File: config.mk
export PLATFORM = sky130hd
export DESIGN_NAME = idp_decoder_27
export DESIGN_NICKNAME = d
export VERILOG_FILES = /design/src/rtl/idp_decoder_27.sv
export SDC_FILE = /design/constraint.sdc
export NUM_CORES = 1
export LEC_CHECK = 0
export ABC_AREA = 1
export CORE_MARGIN = 1.5
export CORE_UTILIZATION = 40
export DETAILED_ROUTE_END_ITERATION = 10
export PLACE_DENSITY = 0.66
export SETUP_SLACK_MARGIN = 0.15
export SLEW_MARGIN = 20
export SYNTH_ARGS = -nofsm -noshare
export SYNTH_HDL_FRONTEND = slang
export SYNTH_SLANG_ARGS = --single-unit
File: constraint.sdc
create_clock -name clock -period 17.8 [get_ports clock]
set_input_delay 1.78 -clock clock [delete_from_list [all_inputs] [get_ports clock]]
set_output_delay 1.78 -clock clock [all_outputs]
set_load 0.005 [all_outputs]
File: src/rtl/idp_decoder_27.sv
// Iterative decoder for 27-bit IDP (Mosaic 3C1S) FNS codewords: MSB group resolved by table,
// then the 23 FNS-weighted digits are accumulated CHUNK bits per cycle.
module idp_decoder_27 #(
  parameter int CHUNK = 4,
  parameter int DW    = 20
) (
  input  logic          clock,
  input  logic          reset,
  input  logic          in_valid,
  output logic          in_ready,
  input  logic [26:0]   codein,
  output logic          out_valid,
  input  logic          out_ready,
  output logic [DW-1:0] dataout,
  output logic          code_err
);

  localparam int NBITS = 23;
  localparam logic [5:0] CH6 = 6'(CHUNK);

  // FNS(n): 1, 2, 3, 5, 8, ... (FNS(n) = FNS(n-1) + FNS(n-2))
  function automatic logic [DW-1:0] fns(input int n);
    logic [DW-1:0] a, b, t;
    a = DW'(1);
    b = DW'(2);
    for (int k = 1; k < n; k++) begin
      t = a + b;
      a = b;
      b = t;
    end
    return a;
  endfunction

  function automatic logic [NBITS*DW-1:0] build_weights();
    logic [NBITS*DW-1:0] tab;
    tab = '0;
    for (int k = 0; k < NBITS; k++) tab[k*DW +: DW] = fns(k + 1);
    return tab;
  endfunction

  localparam logic [NBITS*DW-1:0] WEIGHTS = build_weights();
  localparam logic [DW-1:0] FNS24 = fns(24);
  localparam logic [DW-1:0] FNS26 = fns(26);
  localparam logic [DW-1:0] FNS27 = fns(27);

  typedef enum logic [1:0] {IDLE, ACC, DONE} state_t;

  state_t            state_q, state_d;
  logic [NBITS-1:0]  code_q, code_d;
  logic [DW-1:0]     acc_q, acc_d;
  logic [5:0]        idx_q, idx_d;
  logic              err_q, err_d;
  logic [DW-1:0]     dataout_q, dataout_d;
  logic              code_err_q, code_err_d;

  logic [DW-1:0]     offset;
  logic              illegal;
  logic [DW-1:0]     chunk_sum;
  logic [5:0]        bit_idx;
  logic [5:0]        next_idx;

  // Illegal MSB groups still decode their digits, with zero offset and the error flag raised
  always_comb begin
    offset  = '0;
    illegal = 1'b0;
    case (codein[26:23])
      4'b0000: offset = '0;
      4'b0001: offset = FNS24;
      4'b1000: offset = FNS26;
      4'b1001: offset = FNS24 + FNS26;
      4'b0011: offset = FNS24 + FNS27;
      4'b1100: offset = FNS26 + FNS27;
      4'b0110: offset = FNS27 + FNS27;
      4'b0111: offset = FNS27 + FNS27 + FNS24;
      4'b1110: offset = FNS27 + FNS27 + FNS26;
      4'b1111: offset = FNS27 + FNS27 + FNS26 + FNS24;
      default: illegal = 1'b1;
    endcase
  end

  always_comb begin
    chunk_sum = '0;
    bit_idx   = '0;
    for (int j = 0; j < CHUNK; j++) begin
      bit_idx = idx_q + 6'(j);
      if (bit_idx < 6'd23 && code_q[bit_idx[4:0]])
        chunk_sum = chunk_sum + WEIGHTS[int'(bit_idx[4:0])*DW +: DW];
    end
  end

  always_comb begin
    state_d    = state_q;
    code_d     = code_q;
    acc_d      = acc_q;
    idx_d      = idx_q;
    err_d      = err_q;
    dataout_d  = dataout_q;
    code_err_d = code_err_q;
    next_idx   = idx_q + CH6;
    case (state_q)
      IDLE: begin
        if (in_valid) begin
          code_d  = codein[22:0];
          acc_d   = offset;
          idx_d   = '0;
          err_d   = illegal;
          state_d = ACC;
        end
      end
      ACC: begin
        acc_d = acc_q + chunk_sum;
        idx_d = next_idx;
        if (next_idx >= 6'd23) begin
          dataout_d  = acc_q + chunk_sum;
          code_err_d = err_q;
          state_d    = DONE;
        end
      end
      DONE: begin
        if (out_ready) state_d = IDLE;
      end
      default: state_d = IDLE;
    endcase
  end

  always_ff @(posedge clock) begin
    if (reset) begin
      state_q    <= IDLE;
      code_q     <= '0;
      acc_q      <= '0;
      idx_q      <= '0;
      err_q      <= 1'b0;
      dataout_q  <= '0;
      code_err_q <= 1'b0;
    end else begin
      state_q    <= state_d;
      code_q     <= code_d;
      acc_q      <= acc_d;
      idx_q      <= idx_d;
      err_q      <= err_d;
      dataout_q  <= dataout_d;
      code_err_q <= code_err_d;
    end
  end

  assign in_ready  = (state_q == IDLE);
  assign out_valid = (state_q == DONE);
  assign dataout   = dataout_q;
  assign code_err  = code_err_q;

endmodule

Word level (Yosys, flattened, before mapping)
Cells that the tools add are included.
Storage, ports and cells
  register bits: 73
  bits of input ports: 31
  output and inout port bits: 23
  word-level logic and storage cells: 80
Cells by class
  add/subtract/negate cells: 8
  multipliers: 4
  order comparisons: 9
  eq/ne operators: 14
  shift operators: 4
  muxes and demuxes: 22
  reduce and logical (&&, ||, !) cells: 12
Operators by type and width (count)
  $shiftx 460x11->20 const A: 4
  $pmux 20 s9: 1
  $mux 20: 5
  $add 20x20->20: 4
  $pmux 20 s2: 1
  $mul 5x3->8 const B: 4
  $lt 5x6->1 const B: 4
  $lt 6x5->1 const B: 4
  $bmux 1 s5: 4
  $eq 4x4->1 const B: 5
  $add 6x2->6 const B: 2
  $pmux 6 s2: 1
  $reduce_or 10->1: 1
  $eq 4x3->1 const B: 2
  $add 6x1->6 const B: 1
  $add 6x3->6 const B: 1
  $ge 6x5->1 const B: 1
  $mux 2: 3
  $mux 6: 1
  $pmux 2 s3: 1
  $reduce_and 2->1: 3
  $mux 1: 5
  $eq 4x1->1 const B: 1
  $eq 4x2->1 const B: 1
  other kinds (9): 13

Depth between registers and ports, before layout
Gate-level depths: netlist (run 1).
  word-level depth: 12
  mapped depth: 53
  depth with buffers taken out: 53

Worst setup path after synthesis (run 1)
Ideal clock, no wire load.
  path type: register to register
  start point: register idx_q[2]
  end point: register dataout_q[18] (netlist: dataout[18])
  library setup time: 0.116 ns
  arrival: 7.075 ns
  data required time: 17.684 ns
  path slack: 10.609 ns
  stages on the path, launching flop included: 44
  path buffers: 1
  clock period less this slack: 7.191 ns
  path through: dfxtp_1 -> buf_2 -> nor2_1 -> a221oi_1 -> nand2_1 -> o211ai_1 -> a21oi_1 -> ha_1 -> fa_1 -> inv_1 -> o21ai_0 -> inv_1 -> fa_1 -> o21ai_0 -> a21oi_1 -> o21ai_0 -> xor2_1 -> o21ai_0 -> [8 not listed] -> nand4_1 -> nand2_1 -> nand2_1 -> nand2_1 -> nand2_1 -> nand3_1 -> nand2_1 -> ha_1 -> nand2_1 -> nor3_1 -> nor3b_1 -> nand4_1 -> and3_1 -> or2_2 -> nand2_1 -> nand2_1 -> o211ai_1 -> inv_1
On the way
  cells in the longest elaborated chain, start to end: 11
  elaborated cells on any way between the ends: 38
  those cells by class: 8 x add/sub; 4 x mul; 5 x order compare; 4 x shift; 12 x mux; 5 x reduce/logical
Ends and longest elaborated chain
  start: declaration: RTL line 51  | logic [5:0] idx_q, idx_d;
  start signal: assignment: RTL line 139  | idx_q <= idx_d;
  parallel branches: the longest is 11 deep, another holds $add 20x20->20
  end signal: assignment: RTL line 141  | dataout_q <= dataout_d;
  end: declaration: RTL line 53  | logic [DW-1:0] dataout_q, dataout_d;
Several ways; the timed one is not identified. The select of a mux whose other input is x is not followed.
A chain may end at the register's enable or synchronous reset.

Worst setup path after layout (run 1)
  start point: register idx_q[3]
  end point: register dataout_q[18] (netlist: dataout[18])
The elaborated chain is that of the path after synthesis.

==> results.py, run 1 <==
metrics = {
    "clock_tree": {
        "h-tree-depth": 3,
        "cts_tree": "yes",
        "cts_buffer_depth": 2,
        "cts_buffers": 9,
        "clk_latency_ns": 0.34,
        "cts-root-buf": "clkbuf_16",
        "cts.sinks": 71,
        "clkSlewWorstSetupHoldPaths_ns": 0.06,
        "cts_resized": 0,
        "cts-hold-fix-buffers": 0,
        "post-cts-setup-buffer-count": 0,
    },
    "routing": {
        "vias": 7159,
        "via_per_inst": 5.188,
        "drc": 0,
        "ant_nets": 0,
        "post_drt_wl_per_cell_um": 13.66,
        "drt_wl_total_um": 18850,
        "drt_iter0_markers": 476,
        "firstDrtPassIters": 5,
    },
    "power": {
        "intPower_mw": 0.3609,
        "sequentialPowerShare_pct": 29.6,
        "p_sw_share_pct": 40.71,
        "p_total_mw": 0.6087,
        "switching_power_mw": 0.2478,
        "leakage_nw": 3.933,
        "power_frac_comb_pct": 42.4,
        "irDropWorstVdd_mv": 0.06647,
        "p_clk_share_pct": 27.9,
        "power_density_mw_per_mm2": 76.11,
    },
    "setup_path": {
        "slowest_delay_ns": 0.77,
        "crit_path_max_fanout": 16,
        "cp_slowest_cell": "dfxtp_1",
        "ff2ff_setup_slack_ns": 9.39,
        "worstSetupStartpointType": "flop",
        "rr_startpoint": "idx_q[3]$_SDFFE_PP0P_",
        "path_common_cell": "nand2_1",
        "worstSetupPathType": "flop to flop",
        "end_kind": "flop",
        "startpoint": "idx_q[3]$_SDFFE_PP0P_",
        "crit_required_ns": 18.02,
        "crit_arrival_ns": 8.64,
    },
    "layout": {
        "drive_above_1_share_pct": 4.329,
        "post-route-util_pct": 46.40,
        "nNetsFinal": 1263,
        "area_growth_syn_to_layout_pct": 14.10,
        "mostFrequentLayoutCell": "nand2_1",
        "diodes": 0,
        "mostFrequentLayoutCells": "nand2_1 (228), nor2_1 (175), inv_1 (112), o21ai_0 (112), a21oi_1 (90)",
    },
    "floorplanning": {
        "dieArea_mm2": 0.01833,
        "start_util_pct": 40.66,
        "rows": 48,
        "io_pins": 54,
        "die_h_um": 135.4,
        "die-width_um": 135.4,
        "core_mm2": 0.01724,
    },
    "logic_synthesis": {
        "seq_area_frac_synth_pct": 20.28,
        "synth_seq_cells": 71,
        "syn_inst": 1115,
        "ys_warn_count": 0,
        "synth-edff-count": 0,
        "avgSynthCellArea_um2": 6.286,
        "async_flop_share_pct": 0,
        "yosys.cell_types.count": 54,
        "syn-cell-area_mm2": 0.007009,
        "synth_ff_type": "dfxtp_1",
    },
    "place": {
        "hpwl_um": 14730,
        "post-place-ws_ns": 9.495,
        "place.gp.congestion": 0.9520,
        "port_buffers": 53,
    },
    "grt": {
        "antenna_found_initial": 0,
        "grt_pass1_vias": 6565,
        "grt.overflow.total": 0,
        "grt_max_degree": 47,
        "track_usage_pct": 21.25,
        "grt_pass1_wl_um": 31680,
    },
    "sta": {
        "slew_headroom_pct": 38.55,
        "skew_ns": 0.01082,
        "hold_viol_final": 0,
        "final_max_slew_viol_count": 0,
        "post-route-period-util_pct": 47.26,
        "period_minus_slack_ns": 8.413,
        "fin_ws_ns": 9.387,
        "worstMarginPinSlew_ns": 0.9195,
        "finalSetupTns_ns": 0,
        "rsz0062_at_grt": "no",
        "setup_viol": 0,
        "max_freq_mhz": 118.9,
    },
    "run_status": {
        "outcome": "complete, no violations",
    },
    "min_path": {
        "hold_start": "code_q[0]$_SDFFE_PP0P_",
        "hold_class": "flop to flop",
    },
    "flow_run": {
        "max-cap-violations": 0,
    },
}
## state kept, by name, summed over array words and instances, names as in the netlist
register  count
state_q       2
err_q         1
code_err      1
code_q       23
dataout      20
acc_q        20
idx_q         4
## routing by layer
| layer | vias up | share of wire [%] | wire (um) | GRT usage, % |
|---|---|---|---|---|
| li1 | 3736 | - | - | - |
| met5 | - | 0 | 0 | 0 |
| met1 | 3220 | 51 | 9643 | 30.10 |
| met2 | 174 | 43 | 8050 | 33.70 |
| met3 | 29 | 4.3 | 803 | 2.656 |
| met4 | 0 | 1.8 | 347 | 6.153 |
## cell families (layout without fill, tap and decap cells)
logic type               Yosys count  count (layout)  share of synthesized area (%)
AND/OR/NAND/NOR                  489             489                          29.03
AO/OA/AOI/OAI                    268             268                          21.24
buffers and inverters            160             194                          8.836
adder cells (fa/ha/maj)           82              82                          15.07
flip-flops                        71              71                          20.28
XOR/XNOR                          44              44                          5.498
other                              1               7                        0.05350
## worst max-delay path, delay by kind of cell (launching register included)
family	cells	cell delay (ns)
DFF	1	0.77
xor gates and xnor gates	1	0.16
and+or+nand+nor	19	2.13
AOI/OAI and AO/OA	11	2.33
buffers and inverters	4	0.63
adders and majority gates	6	2.31
## final cells by class
| class | instances | area, um^2 |
|---|---|---|
| timing repair buffer | 57 | 560.5 |
| clock buffer | 10 | 239.0 |
| sequential | 71 | 1421 |
| inverter | 121 | 456.7 |
| fill | 1781 | 9239 |
| tap | 225 | 281.5 |
| multi-input combinational | 890 | 4994 |
| clock inverter | 6 | 45.04 |
## path summary, 6_finish.rpt
path	end	cells after the start
worst max-delay path	dataout[18]$_SDFFE_PP0P_	41
worst min-delay path	code_q[0]$_SDFFE_PP0P_	2
worst max register to register	dataout[18]$_SDFFE_PP0P_	41
worst min register to register	code_q[0]$_SDFFE_PP0P_	2
## through the flow
stage	instances	area (um^2)	hold WS (ns)
2_1_floorplan	1121	7032	0.4297
3_3_place_gp	1364	7714	0.4528
3_5_place_dp	1364	7714	0.4589
4_1_cts	1380	7998	0.4682
5_1_grt	1380	7998	0.4805
6_report	1380	7998	0.4733
## power by group through the flow
stage	clock network, mW	registers [mW]	logic (mW)
6_report	0.170	0.180	0.258
5_1_grt	0.180	0.182	0.291
4_1_cts	0.173	0.180	0.256
3_5_place_dp	0	0.183	0.253
3_3_place_gp	0	0.183	0.253
2_1_floorplan	0	0.179	0.192
## synth_stat cells, types with 5 or more instances
cell,n,area share [%]
nand2_1,228,12
nor2_1,176,9.4
inv_1,113,6.1
o21ai_0,112,8.0
a21oi_1,90,6.4
ha_1,78,14
dfxtp_1,71,20
nand3_1,46,3.3
clkbuf_1,31,1.7
xor2_1,27,3.4
xnor2_1,17,2.1
a31oi_1,16,1.4
nor3_1,9,0.64
o21ai_1,8,0.57
a21o_1,7,0.75
nand2_2,7,0.62
o21bai_1,6,0.64
o31ai_1,6,0.64
inv_2,5,0.27
nand4_1,5,0.45
Note: power is estimated with default switching activity, not from simulation.
==> run 2, diff against run 1 <==
clock period = 8.35 ns   (was 17.8 ns; I/O delays follow)
==> run 2 against run 1 <==
Against the previous run: clock power is 120% higher; critical path type unchanged; die area is the same; total power up 120%; final cell count increased by 0.65%; final area increased by 1.4%; largest cell class unchanged; setup slack worse by 8.5 ns; clock-buffer cell count up 2; largest power group unchanged; via count is 0.25% higher; non-clock buffer count up 10.
==> results.py, run 2 (synthesis gave the netlist of run 1 again) <==
metrics = {
    "setup_path": {
        "startpoint": "idx_q[3]$_SDFFE_PP0P_",
        "worstSetupStartpointType": "flop",
        "path_common_cell": "nand2_1",
        "cp_slowest_cell": "fa_1",
        "end_kind": "flop",
        "worstRegToRegCells": 50,
        "slowest_delay_ns": 0.42,
        "worstSetupPathType": "flop to flop",
        "crit_required_ns": 8.57,
        "crit_path_end": "dataout[18]$_SDFFE_PP0P_",
        "crit_arrival_ns": 7.66,
        "crit_path_max_fanout": 11,
        "ff2ff_setup_slack_ns": 0.90,
        "r2r_end": "dataout[18]$_SDFFE_PP0P_",
        "rr_startpoint": "idx_q[3]$_SDFFE_PP0P_",
    },
    "sta": {
        "slew_headroom_pct": 36.63,
        "max_freq_mhz": 134.3,
        "final_max_slew_viol_count": 0,
        "timing.hold.ws_ns": 0.4725,
        "setup_viol": 0,
        "finalSetupTns_ns": 0,
        "hold_viol_final": 0,
        "rsz0062_at_grt": "no",
        "period_minus_slack_ns": 7.447,
        "post-route-period-util_pct": 89.18,
        "skew_ns": 0.007862,
        "fin_ws_ns": 0.9033,
        "worstMarginPinSlew_ns": 0.9483,
    },
    "power": {
        "power_frac_comb_pct": 42.3,
        "leakage_nw": 3.988,
        "p_sw_share_pct": 39.07,
        "sequentialPowerShare_pct": 29.1,
        "power_density_mw_per_mm2": 162.2,
        "irDropWorstVdd_mv": 0.1386,
        "p_clk_share_pct": 28.6,
        "intPower_mw": 0.8016,
        "switching_power_mw": 0.5140,
    },
    "layout": {
        "largest_reg_flops": 23,
        "final_area_mm2": 0.008109,
        "fill_cells": 1812,
        "largest-register": "code_q",
        "mostFrequentLayoutCells": "nand2_1 (228), nor2_1 (175), inv_1 (112)",
        "mostFrequentLayoutCell": "nand2_1",
        "drive_above_1_share_pct": 5.498,
        "area_growth_syn_to_layout_pct": 15.69,
        "finalNonFillerCells": 1389,
        "nNetsFinal": 1273,
        "diodes": 0,
    },
    "routing": {
        "vias": 7177,
        "drt_iter0_markers": 429,
        "drt_wl_total_um": 19090,
        "firstDrtPassIters": 5,
        "ant_nets": 0,
        "via_per_inst": 5.167,
        "post_drt_wl_per_cell_um": 13.74,
        "drc": 0,
    },
    "place": {
        "place.gp.congestion": 0.8991,
        "port_buffers": 53,
        "post-place-ws_ns": 0.4260,
        "hpwl_um": 14780,
        "place_area_mm2": 0.007766,
        "dp.cells": 1371,
    },
    "clock_tree": {
        "cts_tree": "yes",
        "clkSlewWorstSetupHoldPaths_ns": 0.06,
        "cts-root-buf": "clkbuf_16",
        "cts_buffer_depth": 2,
        "cts_buffers": 9,
        "h-tree-depth": 3,
        "clk_latency_ns": 0.33,
        "cts.sinks": 71,
    },
    "floorplanning": {
        "start_util_pct": 40.66,
        "die_h_um": 135.4,
        "rows": 48,
        "die-width_um": 135.4,
        "io_pins": 54,
        "core_mm2": 0.01724,
        "dieArea_mm2": 0.01833,
    },
    "grt": {
        "antenna_found_initial": 0,
        "track_usage_pct": 21.75,
        "grt.overflow.total": 0,
        "grt_pass1_vias": 6832,
        "grt_pass1_wl_um": 32690,
        "grt_max_degree": 47,
    },
    "min_path": {
        "hold_class": "flop to flop",
    },
    "run_status": {
        "outcome": "complete, no violations",
    },
    "flow_run": {
        "max-cap-violations": 0,
    },
}
## run 2: cell count changes in the layout (fill, tap and decap cells not counted), sizes merged
cell	before	now
clkinv	5	4
buf	4	14
inv	120	119
clkinvlp	2	0
bufinv	0	1
clkbuf	10	12
## run 2: final cells by class
type	count	area [um^2]	share of cell area, %
tap	225	281.5	3.472
multi-input combinational	890	5017	61.87
timing repair buffer	67	639.4	7.885
clock inverter	3	43.79	0.5400
inverter	121	456.7	5.632
sequential	71	1424	17.56
clock buffer	12	246.5	3.040
## run 2: power groups by stage
stage	clock network [mW]	logic, mW	registers [mW]
4_1_cts	0.382	0.548	0.382
3_3_place_gp	0	0.543	0.389
5_1_grt	0.394	0.633	0.385
6_report	0.376	0.557	0.382
2_1_floorplan	0	0.408	0.382
3_5_place_dp	0	0.541	0.389
## run 2: worst min-delay path by stage
stage,start,endpoint,slack [ns],depth (start not counted)
floorplan,code_q[3]$_SDFFE_PP0P_,code_q[3]$_SDFFE_PP0P_,0.43,2
global placement,code_q[3]$_SDFFE_PP0P_,code_q[3]$_SDFFE_PP0P_,0.45,2
detailed placement,dataout[5]$_SDFFE_PP0P_,dataout[5]$_SDFFE_PP0P_,0.46,2
CTS,code_q[3]$_SDFFE_PP0P_,code_q[3]$_SDFFE_PP0P_,0.47,2
global route,code_q[4]$_SDFFE_PP0P_,code_q[4]$_SDFFE_PP0P_,0.50,2
finish,dataout[5]$_SDFFE_PP0P_,dataout[5]$_SDFFE_PP0P_,0.47,2
## run 2: metal layers
layer / share of wire, % / up-vias / track usage [%]
li1: - / 3761 / -
met1: 50 / 3219 / 30.60
met2: 44 / 178 / 35.06
met3: 4.5 / 19 / 2.357
met4: 1.5 / 0 / 6.213
met5: 0 / - / 0
## run 2: timing repair
action	CTS	global route
buffers inserted	0	3
hold buffers	0	0
endpoints found under the setup margin	0	8
resized for setup	0	16
## run 2: worst max-delay path: cells and delay by family (launching register included)
kind | cells | cell delay (ns)
AOI/OAI and AO/OA | 11 | 1.94
adders and majority gates | 5 | 1.65
buffers and inverters | 6 | 0.51
DFF | 1 | 0.37
and+or+nand+nor | 28 | 2.84
## run 2: per-stage QoR
stage	power (mW)	utilization, %
2_1_floorplan	0.7904	-
3_3_place_gp	0.9315	45.06
3_5_place_dp	0.9291	45.06
4_1_cts	1.312	46.74
5_1_grt	1.412	47.05
6_report	1.316	47.05
==> run 3, diff against run 2 <==
--- a/config.mk
+++ b/config.mk
@@ -8,7 +8,7 @@
 export ABC_AREA = 1
 export CORE_MARGIN = 1.5
-export CORE_UTILIZATION = 40
+export CORE_UTILIZATION = 60
 export DETAILED_ROUTE_END_ITERATION = 10
-export PLACE_DENSITY = 0.66
+export PLACE_DENSITY = 0.9
 export SETUP_SLACK_MARGIN = 0.15
 export SLEW_MARGIN = 20
==> constraint.sdc (replaced) <==
create_clock -name clock -period 8.35 [get_ports clock]
set_input_delay 1.67 -clock clock [delete_from_list [all_inputs] [get_ports clock]]
set_output_delay 1.67 -clock clock [all_outputs]
set_load 0.005 [all_outputs]
==> run 3 against run 2 <==
Against the previous run: final cell count decreased by 6.0%; clock power is 2% lower; sequential power barely moved; routed wire length fell by 0.22%; critical path type unchanged; largest power group unchanged.
==> results.py, run 3 (synthesis gave the netlist of run 1 again) <==
metrics = {
    "setup_path": {
        "slowest_delay_ns": 0.41,
        "worstSetupPathType": "flop to flop",
        "startpoint": "idx_q[2]$_SDFFE_PP0P_",
        "worstSetupStartpointType": "flop",
        "r2r_end": "dataout[19]$_SDFFE_PP0P_",
        "crit_path_max_fanout": 14,
        "cp_slowest_cell": "fa_1",
        "worstRegToRegCells": 42,
        "end_kind": "flop",
        "ff2ff_setup_slack_ns": 0.75,
        "crit_required_ns": 8.58,
        "rr_startpoint": "idx_q[2]$_SDFFE_PP0P_",
        "path_common_cell": "a21oi_1",
        "crit_arrival_ns": 7.82,
    },
    "sta": {
        "slew_headroom_pct": 43.10,
        "hold_viol_final": 0,
        "worstMarginPinSlew_ns": 0.8504,
        "finalSetupTns_ns": 0,
        "max_freq_mhz": 131.6,
        "rsz0062_at_grt": "no",
        "setup_viol": 0,
        "period_minus_slack_ns": 7.599,
        "final_max_slew_viol_count": 0,
        "fin_ws_ns": 0.7512,
        "skew_ns": 0.004042,
        "post-route-period-util_pct": 91.00,
    },
    "layout": {
        "post-route-util_pct": 69.94,
        "diodes": 0,
        "mostFrequentLayoutCell": "nand2_1",
        "drive_above_1_share_pct": 5.508,
        "mostFrequentLayoutCells": "nand2_1 (228), nor2_1 (176), inv_1 (112)",
        "largest_reg_flops": 23,
        "largest-register": "code_q",
        "nNetsFinal": 1270,
        "area_growth_syn_to_layout_pct": 13.94,
    },
    "power": {
        "power_density_mw_per_mm2": 164.9,
        "sequentialPowerShare_pct": 29.1,
        "irDropWorstVdd_mv": 0.1767,
        "switching_power_mw": 0.5283,
        "p_sw_share_pct": 40.12,
        "power_frac_comb_pct": 42.9,
        "p_clk_share_pct": 28.0,
        "leakage_nw": 3.977,
        "intPower_mw": 0.7885,
    },
    "floorplanning": {
        "die-width_um": 111.1,
        "start_util_pct": 61.39,
        "rows": 39,
        "core_mm2": 0.01142,
        "dieArea_mm2": 0.01234,
        "die_h_um": 111.1,
        "io_pins": 54,
    },
    "routing": {
        "firstDrtPassIters": 6,
        "vias": 7492,
        "drt_wl_total_um": 19040,
        "drc": 0,
        "via_per_inst": 5.741,
        "drt_iter0_markers": 668,
        "ant_nets": 0,
        "post_drt_wl_per_cell_um": 14.59,
    },
    "place": {
        "port_buffers": 53,
        "hpwl_um": 14260,
        "post-place-ws_ns": 0.3687,
        "place.gp.congestion": 0.9514,
    },
    "grt": {
        "antenna_found_initial": 0,
        "grt_pass1_vias": 6979,
        "track_usage_pct": 30.67,
        "grt.overflow.total": 0,
        "grt_max_degree": 47,
        "grt_pass1_wl_um": 31820,
    },
    "run_status": {
        "outcome": "complete, no violations",
    },
    "clock_tree": {
        "clkSlewWorstSetupHoldPaths_ns": 0.06,
        "cts-root-buf": "clkbuf_16",
        "h-tree-depth": 3,
        "cts_tree": "yes",
        "cts-hold-fix-buffers": 0,
        "cts_buffers": 9,
        "clk_latency_ns": 0.33,
        "cts_buffer_depth": 2,
        "cts.sinks": 71,
    },
    "min_path": {
        "hold_path_depth": 2,
        "hold_class": "flop to flop",
        "hold_start": "dataout[5]$_SDFFE_PP0P_",
        "holdPathEnd": "dataout[5]$_SDFFE_PP0P_",
    },
    "flow_run": {
        "max-cap-violations": 0,
    },
}
==> run 3: stage by stage <==
step,power [mW],hold slack (ns),std cells,cell area (um^2)
floorplan,0.7904,0.4297,1121,7032
global placement,0.9154,0.4551,1288,7654
detailed placement,0.9216,0.4585,1288,7654
CTS,1.299,0.4771,1304,7949
global route,1.400,0.5033,1305,7986
finish,1.317,0.4758,1305,7986
==> run 3: area by class of cell <==
| type | instances | area, um^2 |
|---|---|---|
| tap | 143 | 178.9 |
| clock buffer | 12 | 266.5 |
| multi-input combinational | 890 | 5019 |
| timing repair buffer | 64 | 613.1 |
| clock inverter | 4 | 28.78 |
| inverter | 121 | 456.7 |
| fill | 954 | 3432 |
| sequential | 71 | 1424 |
==> run 3: worst max-delay path by stage <==
stage	end	slack, ns	cells after the start
2_1_floorplan	dataout[18]$_SDFFE_PP0P_	1.16	43
3_3_place_gp	dataout[18]$_SDFFE_PP0P_	0.64	44
3_5_place_dp	dataout[18]$_SDFFE_PP0P_	0.37	44
4_1_cts	dataout[18]$_SDFFE_PP0P_	0.27	44
5_1_grt	dataout[19]$_SDFFE_PP0P_	0.14	42
6_report	dataout[19]$_SDFFE_PP0P_	0.75	42
==> run 3: critical path: cells and delay by family (launching register included) <==
| kind | cells | cell delay [ns] |
|---|---|---|
| adder cells (fa/ha/maj) | 5 | 1.72 |
| flip-flops | 1 | 0.40 |
| XOR/XNOR | 3 | 0.47 |
| AO/OA/AOI/OAI | 20 | 3.61 |
| AND/OR/NAND/NOR | 9 | 0.79 |
| buffers and inverters | 5 | 0.45 |
==> run 3: repair_timing <==
action	4_1_cts	5_1_grt
setup buffers	0	1
hold endpoints to repair	0	0
endpoints found under the setup margin	0	16
resized for setup	0	14
==> run 3: power by group through the flow <==
stage / sequential [mW] / combinational (mW) / clock, mW
final: 0.384 / 0.564 / 0.369
after global routing: 0.386 / 0.628 / 0.386
after CTS: 0.382 / 0.544 / 0.373
after detailed placement: 0.389 / 0.533 / 0
after global placement: 0.388 / 0.527 / 0
after floorplan: 0.382 / 0.408 / 0
==> run 3: routing by layer <==
metal	global-route usage (%)	wire, um	up-vias
met5	0	0	-
met3	5.139	1449	46
met1	41.89	8663	3377
li1	-	-	3755
met2	49.34	8493	314
met4	10.04	437	0
